## src/rtl/fetch_unit_if.sv

```systemverilog
// Fetch-stage bundle: instruction-memory request/response plus the IF/ID presentation and redirect signals.
// The master modport belongs to fetch_unit; the slave modport belongs to the memory/decode side.
interface fetch_unit_if;
  logic        stallIf;
  logic        redirect;
  logic [15:0] redirectPc;
  logic        imemReq;
  logic [15:0] imemAddr;
  logic [15:0] imemRdata;
  logic        imemDone;
  logic [15:0] pcOut;
  logic [15:0] instrOut;
  logic        validInsOut;
  logic        flushIf;
  logic        RsValidOut;
  logic        RtValidOut;
  logic        writeRegValidOut;
  logic        halted;

  modport master (
    input  stallIf, redirect, redirectPc, imemRdata, imemDone,
    output imemReq, imemAddr, pcOut, instrOut, validInsOut, flushIf,
           RsValidOut, RtValidOut, writeRegValidOut, halted
  );

  modport slave (
    output stallIf, redirect, redirectPc, imemRdata, imemDone,
    input  imemReq, imemAddr, pcOut, instrOut, validInsOut, flushIf,
           RsValidOut, RtValidOut, writeRegValidOut, halted
  );
endinterface

```

## src/rtl/fetch_unit.sv

```systemverilog
// Instruction fetch: one outstanding imem request, presents data the cycle imemDone fires, one-entry hold buffer
// when stallIf backpressures; redirects squash. FETCH_PREDECODE_EN enables operand-flag predecode.
module fetch_unit #(
  parameter logic [15:0] RESET_PC = 16'h0000
) (
  input logic           clk,
  input logic           rst,
  fetch_unit_if.master  fu
);

  typedef enum logic [1:0] {
    REQ  = 2'd0,
    HOLD = 2'd1,
    DROP = 2'd2,
    HALT = 2'd3
  } state_t;

  state_t      state;
  logic [15:0] pc;
  logic [15:0] reqAddr;
  logic [15:0] bufInstr;

  logic        present;
  logic        consume;
  logic        isHalt;
  logic [15:0] instr;
  logic [4:0]  opcode;

  // Outputs that matter to the pipeline are held low while reset is asserted.
  assign present = (state == REQ && fu.imemDone) || (state == HOLD);
  assign instr   = (state == HOLD) ? bufInstr : fu.imemRdata;
  assign opcode  = instr[15:11];
  assign isHalt  = (opcode == 5'b00000);
  assign consume = fu.validInsOut && !fu.stallIf;

  assign fu.validInsOut = rst && !fu.redirect && present;
  assign fu.flushIf     = rst && fu.redirect;
  assign fu.halted      = rst && (state == HALT);
  assign fu.imemReq     = (state == REQ) || (state == DROP);
  assign fu.imemAddr    = (state == DROP) ? reqAddr : pc;
  assign fu.instrOut    = instr;
  assign fu.pcOut       = pc + 16'd2;

`ifdef FETCH_PREDECODE_EN
  always_comb begin
    fu.RsValidOut = 1'b1;
    unique casez (opcode)
      5'b00000, 5'b00001, 5'b00010, 5'b00011, 5'b00100,
      5'b00110, 5'b11000: fu.RsValidOut = 1'b0;
      default:            fu.RsValidOut = 1'b1;
    endcase
  end

  always_comb begin
    fu.RtValidOut = 1'b0;
    unique casez (opcode)
      5'b10000, 5'b10011, 5'b11010, 5'b11011,
      5'b111??: fu.RtValidOut = 1'b1;
      default:  fu.RtValidOut = 1'b0;
    endcase
  end

  always_comb begin
    fu.writeRegValidOut = 1'b1;
    unique casez (opcode)
      5'b00000, 5'b00001, 5'b00010, 5'b00011, 5'b00100, 5'b00101,
      5'b011??, 5'b10000: fu.writeRegValidOut = 1'b0;
      default:            fu.writeRegValidOut = 1'b1;
    endcase
  end
`else
  // Conservative: hazard logic assumes every operand is live.
  assign fu.RsValidOut       = 1'b1;
  assign fu.RtValidOut       = 1'b1;
  assign fu.writeRegValidOut = 1'b1;
`endif

  always_ff @(posedge clk) begin
    if (!rst) begin
      state    <= REQ;
      pc       <= RESET_PC;
      reqAddr  <= 16'h0000;
      bufInstr <= 16'h0000;
    end else if (fu.redirect) begin
      pc <= fu.redirectPc;
      unique case (state)
        REQ: begin
          // An in-flight request must still complete; remember its address and discard its data.
          if (!fu.imemDone) begin
            state   <= DROP;
            reqAddr <= pc;
          end else begin
            state <= REQ;
          end
        end
        DROP:    if (fu.imemDone) state <= REQ;
        default: state <= REQ;
      endcase
    end else begin
      unique case (state)
        REQ: begin
          if (fu.imemDone) begin
            if (fu.stallIf) begin
              bufInstr <= fu.imemRdata;
              state    <= HOLD;
            end else begin
              pc    <= pc + 16'd2;
              state <= isHalt ? HALT : REQ;
            end
          end
        end
        HOLD: begin
          if (consume) begin
            pc    <= pc + 16'd2;
            state <= isHalt ? HALT : REQ;
          end
        end
        DROP:    if (fu.imemDone) state <= REQ;
        default: state <= HALT;
      endcase
    end
  end

endmodule

```

## src/flat_wrapper.sv

```systemverilog
// flat-port wrapper written by rule: the top's interface ports become plain ports
module fetch_unit_flat 
#(
  parameter logic [15:0] RESET_PC = 16'h0000
)
  (clk, rst, fu_stallIf, fu_redirect, fu_redirectPc, fu_imemRdata, fu_imemDone, fu_imemReq, fu_imemAddr, fu_pcOut, fu_instrOut, fu_validInsOut, fu_flushIf, fu_RsValidOut, fu_RtValidOut, fu_writeRegValidOut, fu_halted);
  fetch_unit_if fu_i ();
  input logic clk;
  input logic rst;
  input wire logic [$bits(fu_i.stallIf)-1:0] fu_stallIf;
  input wire logic [$bits(fu_i.redirect)-1:0] fu_redirect;
  input wire logic [$bits(fu_i.redirectPc)-1:0] fu_redirectPc;
  input wire logic [$bits(fu_i.imemRdata)-1:0] fu_imemRdata;
  input wire logic [$bits(fu_i.imemDone)-1:0] fu_imemDone;
  output wire logic [$bits(fu_i.imemReq)-1:0] fu_imemReq;
  output wire logic [$bits(fu_i.imemAddr)-1:0] fu_imemAddr;
  output wire logic [$bits(fu_i.pcOut)-1:0] fu_pcOut;
  output wire logic [$bits(fu_i.instrOut)-1:0] fu_instrOut;
  output wire logic [$bits(fu_i.validInsOut)-1:0] fu_validInsOut;
  output wire logic [$bits(fu_i.flushIf)-1:0] fu_flushIf;
  output wire logic [$bits(fu_i.RsValidOut)-1:0] fu_RsValidOut;
  output wire logic [$bits(fu_i.RtValidOut)-1:0] fu_RtValidOut;
  output wire logic [$bits(fu_i.writeRegValidOut)-1:0] fu_writeRegValidOut;
  output wire logic [$bits(fu_i.halted)-1:0] fu_halted;
  assign fu_i.stallIf = fu_stallIf;
  assign fu_i.redirect = fu_redirect;
  assign fu_i.redirectPc = fu_redirectPc;
  assign fu_i.imemRdata = fu_imemRdata;
  assign fu_i.imemDone = fu_imemDone;
  assign fu_imemReq = fu_i.imemReq;
  assign fu_imemAddr = fu_i.imemAddr;
  assign fu_pcOut = fu_i.pcOut;
  assign fu_instrOut = fu_i.instrOut;
  assign fu_validInsOut = fu_i.validInsOut;
  assign fu_flushIf = fu_i.flushIf;
  assign fu_RsValidOut = fu_i.RsValidOut;
  assign fu_RtValidOut = fu_i.RtValidOut;
  assign fu_writeRegValidOut = fu_i.writeRegValidOut;
  assign fu_halted = fu_i.halted;
  fetch_unit #(.RESET_PC(RESET_PC)) u_core (.clk(clk), .rst(rst), .fu(fu_i));
endmodule
```

## config.mk

```make
export PLATFORM = sky130hd
export DESIGN_NAME = fetch_unit_flat
export DESIGN_NICKNAME = d
export VERILOG_FILES = /design/src/rtl/fetch_unit_if.sv /design/src/rtl/fetch_unit.sv /design/src/flat_wrapper.sv
export SDC_FILE = /design/constraint.sdc
export NUM_CORES = 1
export LEC_CHECK = 0
export BUFFER_PORTS_ARGS = -buffer_cell sky130_fd_sc_hd__buf_2
export CORE_ASPECT_RATIO = 0.6
export CORE_MARGIN = 3
export CORE_UTILIZATION = 55
export CTS_CLUSTER_DIAMETER = 200
export DETAILED_ROUTE_END_ITERATION = 7
export PLACE_DENSITY = 0.88
export SETUP_SLACK_MARGIN = 0.1
export SLEW_MARGIN = 40
export SYNTH_ARGS = -nofsm -noshare
export SYNTH_HDL_FRONTEND = slang
export SYNTH_SLANG_ARGS = --single-unit
```

## constraint.sdc

```tcl
create_clock -name clk -period 4.1 [get_ports clk]
set_clock_uncertainty 0.05 [all_clocks]
set_input_delay 0.41 -clock clk [delete_from_list [all_inputs] [get_ports clk]]
set_output_delay 0.41 -clock clk [all_outputs]
set_load 0.01 [all_outputs]
```

==> results of run 1 <==
## worst paths after layout
kind | startpoint | end | slack [ps] | depth (start not counted)
worst max-delay path | u_core.state[1]$_SDFFE_PN0P_ | fu_instrOut[5] | 1400 | 4
worst min-delay path | fu_redirectPc[0] | u_core.pc[0]$_SDFFE_PN0P_ | 300 | 3
worst max register to register | u_core.state[0]$_SDFFE_PN0P_ | u_core.pc[15]$_SDFFE_PN0P_ | 1900 | 4
worst min register to register | u_core.reqAddr[6]$_SDFFE_PN0P_ | u_core.reqAddr[6]$_SDFFE_PN0P_ | 410 | 2
## cell usage in the layout, fill, tap and decap left out, drive strengths merged, types with 8 or more instances in the layout
master   n
dfxtp   50
a21oi   39
nand2   76
buf     90
nor2    11
nand3    8
mux2    32
xnor2   11
## sequential cells by signal, summed over array words and instances (netlist names)
register	cells
u_core.bufInstr	16
u_core.pc	16
u_core.reqAddr	16
u_core.state	2
## power by group through the flow
stage,Sequential [W],Clock (W),Combinational [W]
2_1_floorplan,0.000532,0,0.000143
3_3_place_gp,0.000545,0,0.000201
3_5_place_dp,0.000547,0,0.000204
4_1_cts,0.000535,0.000345,0.000206
5_1_grt,0.000541,0.000368,0.000228
6_report,0.000537,0.000339,0.000207
## logic make-up (layout without fill, tap and decap cells)
kind of cell / count (synthesis) / count (layout) / synth area share (%)
muxes: 34 / 34 / 13.7
AOI/OAI and AO/OA: 72 / 72 / 15.6
DFF: 50 / 50 / 36.1
xor gates and xnor gates: 15 / 15 / 4.74
and+or+nand+nor: 136 / 136 / 23.0
adders and majority gates: 1 / 1 / 0.451
other: 1 / 3 / 0.135
buffers and inverters: 41 / 106 / 6.27
## area by class of cell
cell class                      count  area, sq um
Tap cell                           63         78.8
Inverter                            8         30.0
Timing Repair Buffer               90          455
Sequential cell                    50         1000
Fill cell                         385         1430
Clock inverter                      3         40.0
Multi-Input combinational cell    261         1610
Clock buffer                        5         68.8
## through the flow
step / worst slack (ps) / cell area [sq um] / util, %
after floorplan: 2040 / 2780 / -
after global placement: 1730 / 3170 / 67.4
after detailed placement: 1700 / 3170 / 67.4
after CTS: 1420 / 3280 / 69.7
after global routing: 1230 / 3280 / 69.7
final: 1400 / 3280 / 69.7
## worst max-delay path: cells and delay by family (launching register included)
kind / cells / cell delay [ps]
buffers and inverters: 2 / 340
muxes: 1 / 410
DFF: 1 / 670
and+or+nand+nor: 1 / 520
## metal layers
layer | vias to the layer above | global-route usage, %
met5 | - | 0
met4 | 0 | 6.11
met3 | 7 | 6.20
met2 | 153 | 39.1
met1 | 1259 | 34.5
li1 | 1355 | -
==> impl_metrics.py, run 1 <==
metrics = {
    "synthesis": {
        "synth_warnings": 0,
        "synth_edf_count": 0,
        "synth.most_common_cell": "nand2_1",
        "synth.avg_cell_area_sq_um": 7.92,
        "yosysSeqAreaShare_pct": 36.1,
        "netlist-cell-type-count": 43,
        "synth.area.top_cells": "dfxtp_1, mux2_2, nand2_1, a21oi_1, xnor2_1",
        "yosys-top-cells-count": "nand2_1, dfxtp_1, a21oi_1",
        "synth_top_flop_cell": "dfxtp_1",
        "synth_area_sq_um": 2770,
        "yosysTopAreaCell": "dfxtp_1",
        "async_flop_share_pct": 0,
        "syn_inst": 350,
        "ys_ff_latch": 50,
        "yosysTopAreaCellShare_pct": 36.1,
    },
    "placement": {
        "portBuffers": 88,
        "dp_hpwl_microns": 5330,
        "gp_congestion": 0.838,
        "dp_cells": 472,
    },
    "power": {
        "p_comb_share_pct": 19.1,
        "p_leak_nw": 1.38,
        "power_w": 0.00108,
        "internal_power_w": 0.000778,
        "irDropWorstVdd_mv": 0.198,
        "pwr-share-clk_pct": 31.3,
        "powerDensity_nw_per_um2": 330,
        "sw_frac_of_total_pct": 28.2,
        "seqPwrFrac_pct": 49.6,
        "switchingPower_w": 0.000305,
    },
    "timing": {
        "max_freq_mhz": 371,
        "finalSetupTns_ps": 0,
        "finalSetupViolations": 0,
        "rsz0062_at_grt": "no",
        "hold_slack_ps": 303,
        "period_share_pct": 65.8,
        "hold_viol": 0,
        "relSlewSlack_pct": 51.4,
        "period_minus_slack_ps": 2700,
        "tightest_slew_ps": 727,
        "final_max_slew_viol_count": 0,
    },
    "worst_setup_path": {
        "cp_slowest_cell": "dfxtp_1",
        "path_max_fanout": 17,
        "cp_cell_sequence": "inv_1 > nand2_1 > mux2_2 > buf_2",
        "start_kind": "flip-flop",
        "critPathCaptureType": "primary output",
        "crit_required_ps": 3640,
        "crit_type": "flip-flop to primary output",
        "crit_arrival_ps": 2240,
        "cpPeakStageDelay_ps": 670,
    },
    "clock_network": {
        "h-tree-depth": 2,
        "postCtsHoldBufs": 0,
        "cts.clk_slew.worst_paths_ps": 90,
        "clk_path_buf_depth": 2,
        "numCtsBuffers": 5,
        "cts_setup_buffers": 0,
        "cts_tree": "built",
        "clk_latency_ps": 300,
        "post_cts_resized": 0,
        "cts.sinks": 50,
        "cts-root-buf": "clkbuf_8",
    },
    "run_status": {
        "outcome": "complete, no violations",
    },
    "drt": {
        "first_pass_iters": 5,
        "vias": 2774,
        "drc": 0,
        "wl_met1_microns": 3380,
        "drt_wl_total_microns": 7450,
        "drtAntennaViolNets": 0,
        "vias_per_cell": 5.78,
        "met3RoutedLength_microns": 751,
        "highest_layer": "met4",
        "wire_per_inst_microns": 15.5,
        "dr.first_iter.drc_count": 484,
        "dr_wl_met2_microns": 3280,
    },
    "final_layout": {
        "instances_no_fill": 480,
        "area_growth_pct": 18.4,
        "final_layout_size_suffix_gt1_share_pct": 31.7,
        "nNetsFinal": 454,
        "diodes": 0,
    },
    "global_route": {
        "grt_pass1_wl_microns": 11800,
        "grt_usage_pct": 24.7,
        "grt_antenna_before_repair": 0,
        "grt_pass1_vias": 2498,
        "gr-total-overflow": 0,
        "grt_max_degree": 26,
    },
    "die": {
        "coreArea_sq_um": 4710,
        "die_area_sq_um": 5960,
        "initial_utilization_pct": 58.9,
        "die_h_microns": 61.0,
        "die_w_microns": 97.7,
        "row_count": 19,
        "ios": 92,
    },
    "hold_path": {
        "hold_path_class": "input port to flip-flop",
    },
    "job": {
        "cap_viol_max_count": 0,
    },
}
Note: power is estimated with default switching activity, not from simulation.
==> run 2: changes to the inputs <==
--- a/config.mk
+++ b/config.mk
@@ -5,13 +5,14 @@
 export SDC_FILE = /design/constraint.sdc
 export NUM_CORES = 1
 export LEC_CHECK = 0
+export ABC_AREA = 1
 export BUFFER_PORTS_ARGS = -buffer_cell sky130_fd_sc_hd__buf_2
 export CORE_ASPECT_RATIO = 0.6
 export CORE_MARGIN = 3
-export CORE_UTILIZATION = 55
+export CORE_UTILIZATION = 46
 export CTS_CLUSTER_DIAMETER = 200
 export DETAILED_ROUTE_END_ITERATION = 7
-export PLACE_DENSITY = 0.88
+export PLACE_DENSITY = 0.78
 export SETUP_SLACK_MARGIN = 0.1
 export SLEW_MARGIN = 40
 export SYNTH_ARGS = -nofsm -noshare
==> constraint.sdc (replaced) <==
create_clock -name clk -period 2.2 [get_ports clk]
set_clock_uncertainty 0.05 [all_clocks]
set_input_delay 0.22 -clock clk [delete_from_list [all_inputs] [get_ports clk]]
set_output_delay 0.22 -clock clk [all_outputs]
set_load 0.01 [all_outputs]
==> impl_metrics.py, run 2 <==
metrics = {
    "final_layout": {
        "fin_util_pct": 59.0,
        "nFillCells": 526,
        "layout_common_cells": "nand2_1, buf_2, nor2_1",
        "area_growth_pct": 19.6,
        "final_common_cell": "nand2_1",
        "largestRegisters": "u_core.bufInstr (16), u_core.pc (16), u_core.reqAddr (16)",
        "instances_no_fill": 585,
        "diodes": 0,
        "final_layout_size_suffix_gt1_share_pct": 25.7,
        "nNetsFinal": 542,
    },
    "power": {
        "pwr-share-clk_pct": 29.2,
        "seqPwrFrac_pct": 44.7,
        "sw_frac_of_total_pct": 32.9,
        "internal_power_w": 0.00154,
        "switchingPower_w": 0.000757,
        "p_leak_nw": 1.67,
        "powerDensity_nw_per_um2": 678,
        "p_comb_share_pct": 26.1,
        "irDropWorstVdd_mv": 0.283,
    },
    "timing": {
        "setup_ws_ps": 190,
        "period_share_pct": 91.4,
        "final_max_slew_viol_count": 0,
        "period_minus_slack_ps": 2010,
        "rsz0062_at_grt": "yes",
        "max_freq_mhz": 497,
        "hold_viol": 0,
        "finalSetupTns_ps": 0,
        "finalSetupViolations": 0,
    },
    "die": {
        "row_count": 21,
        "initial_utilization_pct": 49.3,
        "die_h_microns": 66.8,
        "ios": 92,
        "coreArea_sq_um": 5750,
        "die_w_microns": 107,
        "die_area_sq_um": 7180,
    },
    "synthesis": {
        "syn_inst": 429,
        "synth_warnings": 0,
        "synth-compound-area-share_pct": 21.5,
        "synth_edf_count": 0,
        "synth_top_family_by_area": "simple AND/OR/NAND/NOR gates",
        "synth_xor_area_share_pct": 4.01,
        "synth_top_flop_cell": "dfxtp_1",
        "netlist-cell-type-count": 29,
        "synth.avg_cell_area_sq_um": 6.61,
        "synth_area_sq_um": 2840,
        "yosys-top-cells-count": "nand2_1, nor2_1, dfxtp_1",
        "synth-simple-area-share_pct": 27.2,
        "ys_ff_latch": 50,
        "yosysSeqAreaShare_pct": 35.3,
        "synth.most_common_cell": "nand2_1",
        "yosysTopAreaCellShare_pct": 35.3,
        "synth.area.top_cells": "dfxtp_1, nand2_1, a21oi_1, nor2_1, o21ai_0",
        "synthAdderAreaFrac_pct": 0.441,
        "muxShareOfSynthArea_pct": 0,
        "yosysTopAreaCell": "dfxtp_1",
        "async_flop_share_pct": 0,
    },
    "clock_network": {
        "cts_tree": "built",
        "h-tree-depth": 2,
        "postCtsHoldBufs": 0,
        "clk_path_buf_depth": 2,
        "cts.sinks": 50,
        "cts-root-buf": "clkbuf_8",
        "clk_latency_ps": 310,
        "cts.clk_slew.worst_paths_ps": 100,
        "numCtsBuffers": 5,
    },
    "worst_setup_path": {
        "timing.rr.start": "u_core.state[1]$_SDFFE_PN0P_",
        "start_kind": "flip-flop",
        "crit_type": "flip-flop to primary output",
        "timing.rr.end": "u_core.state[1]$_SDFFE_PN0P_",
        "path_max_fanout": 6,
        "rrSetupSlack_ps": 380,
        "r2r_cells": 10,
        "crit_arrival_ps": 1740,
        "critPathCaptureType": "primary output",
        "crit_required_ps": 1930,
    },
    "placement": {
        "portBuffers": 88,
        "dp_cells": 577,
        "dp_hpwl_microns": 5490,
        "gp_congestion": 0.925,
        "pre_cts_slack_ps": 267,
    },
    "global_route": {
        "grt_antenna_before_repair": 0,
        "grt_pass1_wl_microns": 12000,
        "grt_usage_pct": 21.2,
        "grt_max_degree": 49,
        "gr-total-overflow": 0,
        "grt_pass1_vias": 2490,
    },
    "hold_path": {
        "hold-path-endpoint": "u_core.pc[0]$_SDFFE_PN0P_",
        "hold_start": "fu_redirectPc[0]",
        "hold_path_class": "input port to flip-flop",
        "min_path_cells": 2,
    },
    "drt": {
        "first_pass_iters": 5,
        "drtAntennaViolNets": 0,
        "vias": 2951,
        "drt_wl_total_microns": 7480,
        "wire_per_inst_microns": 12.8,
        "drc": 0,
        "vias_per_cell": 5.04,
        "dr.first_iter.drc_count": 303,
    },
    "run_status": {
        "outcome": "complete, no violations",
    },
    "job": {
        "cap_viol_max_count": 0,
    },
}
==> run 2: routing by layer <==
layer | vias up | GRT usage [%] | share of wire (%)
li1 | 1510 | - | -
met1 | 1288 | 32.0 | 49
met2 | 133 | 29.6 | 41
met3 | 20 | 4.07 | 8.3
met4 | 0 | 6.93 | 1.7
met5 | - | 0 | 0
==> run 2: cells by family after synthesis <==
kind of cell,count (synthesis)
other,1
adder cells (fa/ha/maj),1
XOR/XNOR,13
flip-flops,50
AND/OR/NAND/NOR,185
buffers and inverters,70
AO/OA/AOI/OAI,109
==> run 2: power by group through the flow <==
stage	Combinational (W)	Clock, W	Sequential (W)
after floorplan	0.000412	0	0.00103
after global placement	0.000582	0	0.00104
after detailed placement	0.000595	0	0.00105
after CTS	0.000597	0.000688	0.00103
after global routing	0.000675	0.000732	0.00104
final	0.000600	0.000672	0.00103
==> run 2: timing repair <==
action | 4_1_cts | 5_1_grt
resized for setup | 0 | 4
setup endpoints to repair | 0 | 13
buffers inserted | 0 | 0
==> run 2: worst max-delay path, stage by stage (launching register included) <==
cell     delay [ps]
dfxtp_1         430
inv_1           180
nor3_1          280
nand4_1         140
xor2_1          230
buf_2           180
==> run 2: worst max-delay path by stage <==
stage	start	to	slack, ps	cells after the start
after floorplan	u_core.pc[1]$_SDFFE_PN0P_	u_core.pc[11]$_SDFFE_PN0P_	700	7
after global placement	u_core.state[1]$_SDFFE_PN0P_	u_core.state[0]$_SDFFE_PN0P_	290	10
after detailed placement	u_core.state[1]$_SDFFE_PN0P_	u_core.state[1]$_SDFFE_PN0P_	270	10
after CTS	u_core.pc[1]$_SDFFE_PN0P_	fu_pcOut[11]	150	6
after global routing	u_core.pc[1]$_SDFFE_PN0P_	fu_pcOut[13]	60	6
final	u_core.pc[7]$_SDFFE_PN0P_	fu_pcOut[15]	190	5
==> run 2: layout make-up <==
type | instances | area (sq um) | share of cell area, %
inverters | 42 | 158 | 4.64
repair buffers | 94 | 489 | 14.4
clock buffers | 5 | 68.8 | 2.03
flip-flops and latches | 50 | 1000 | 29.5
clock inverters | 3 | 48.8 | 1.44
well taps | 80 | 100 | 2.95
multi-input cells | 311 | 1530 | 45.0
==> run 2: through the flow <==
step	hold slack [ps]	total power (W)	cell area, sq um
floorplan	305	0.00144	2850
global placement	390	0.00163	3260
detailed placement	395	0.00164	3260
CTS	88.7	0.00231	3380
global route	106	0.00244	3390
finish	96.8	0.00230	3390
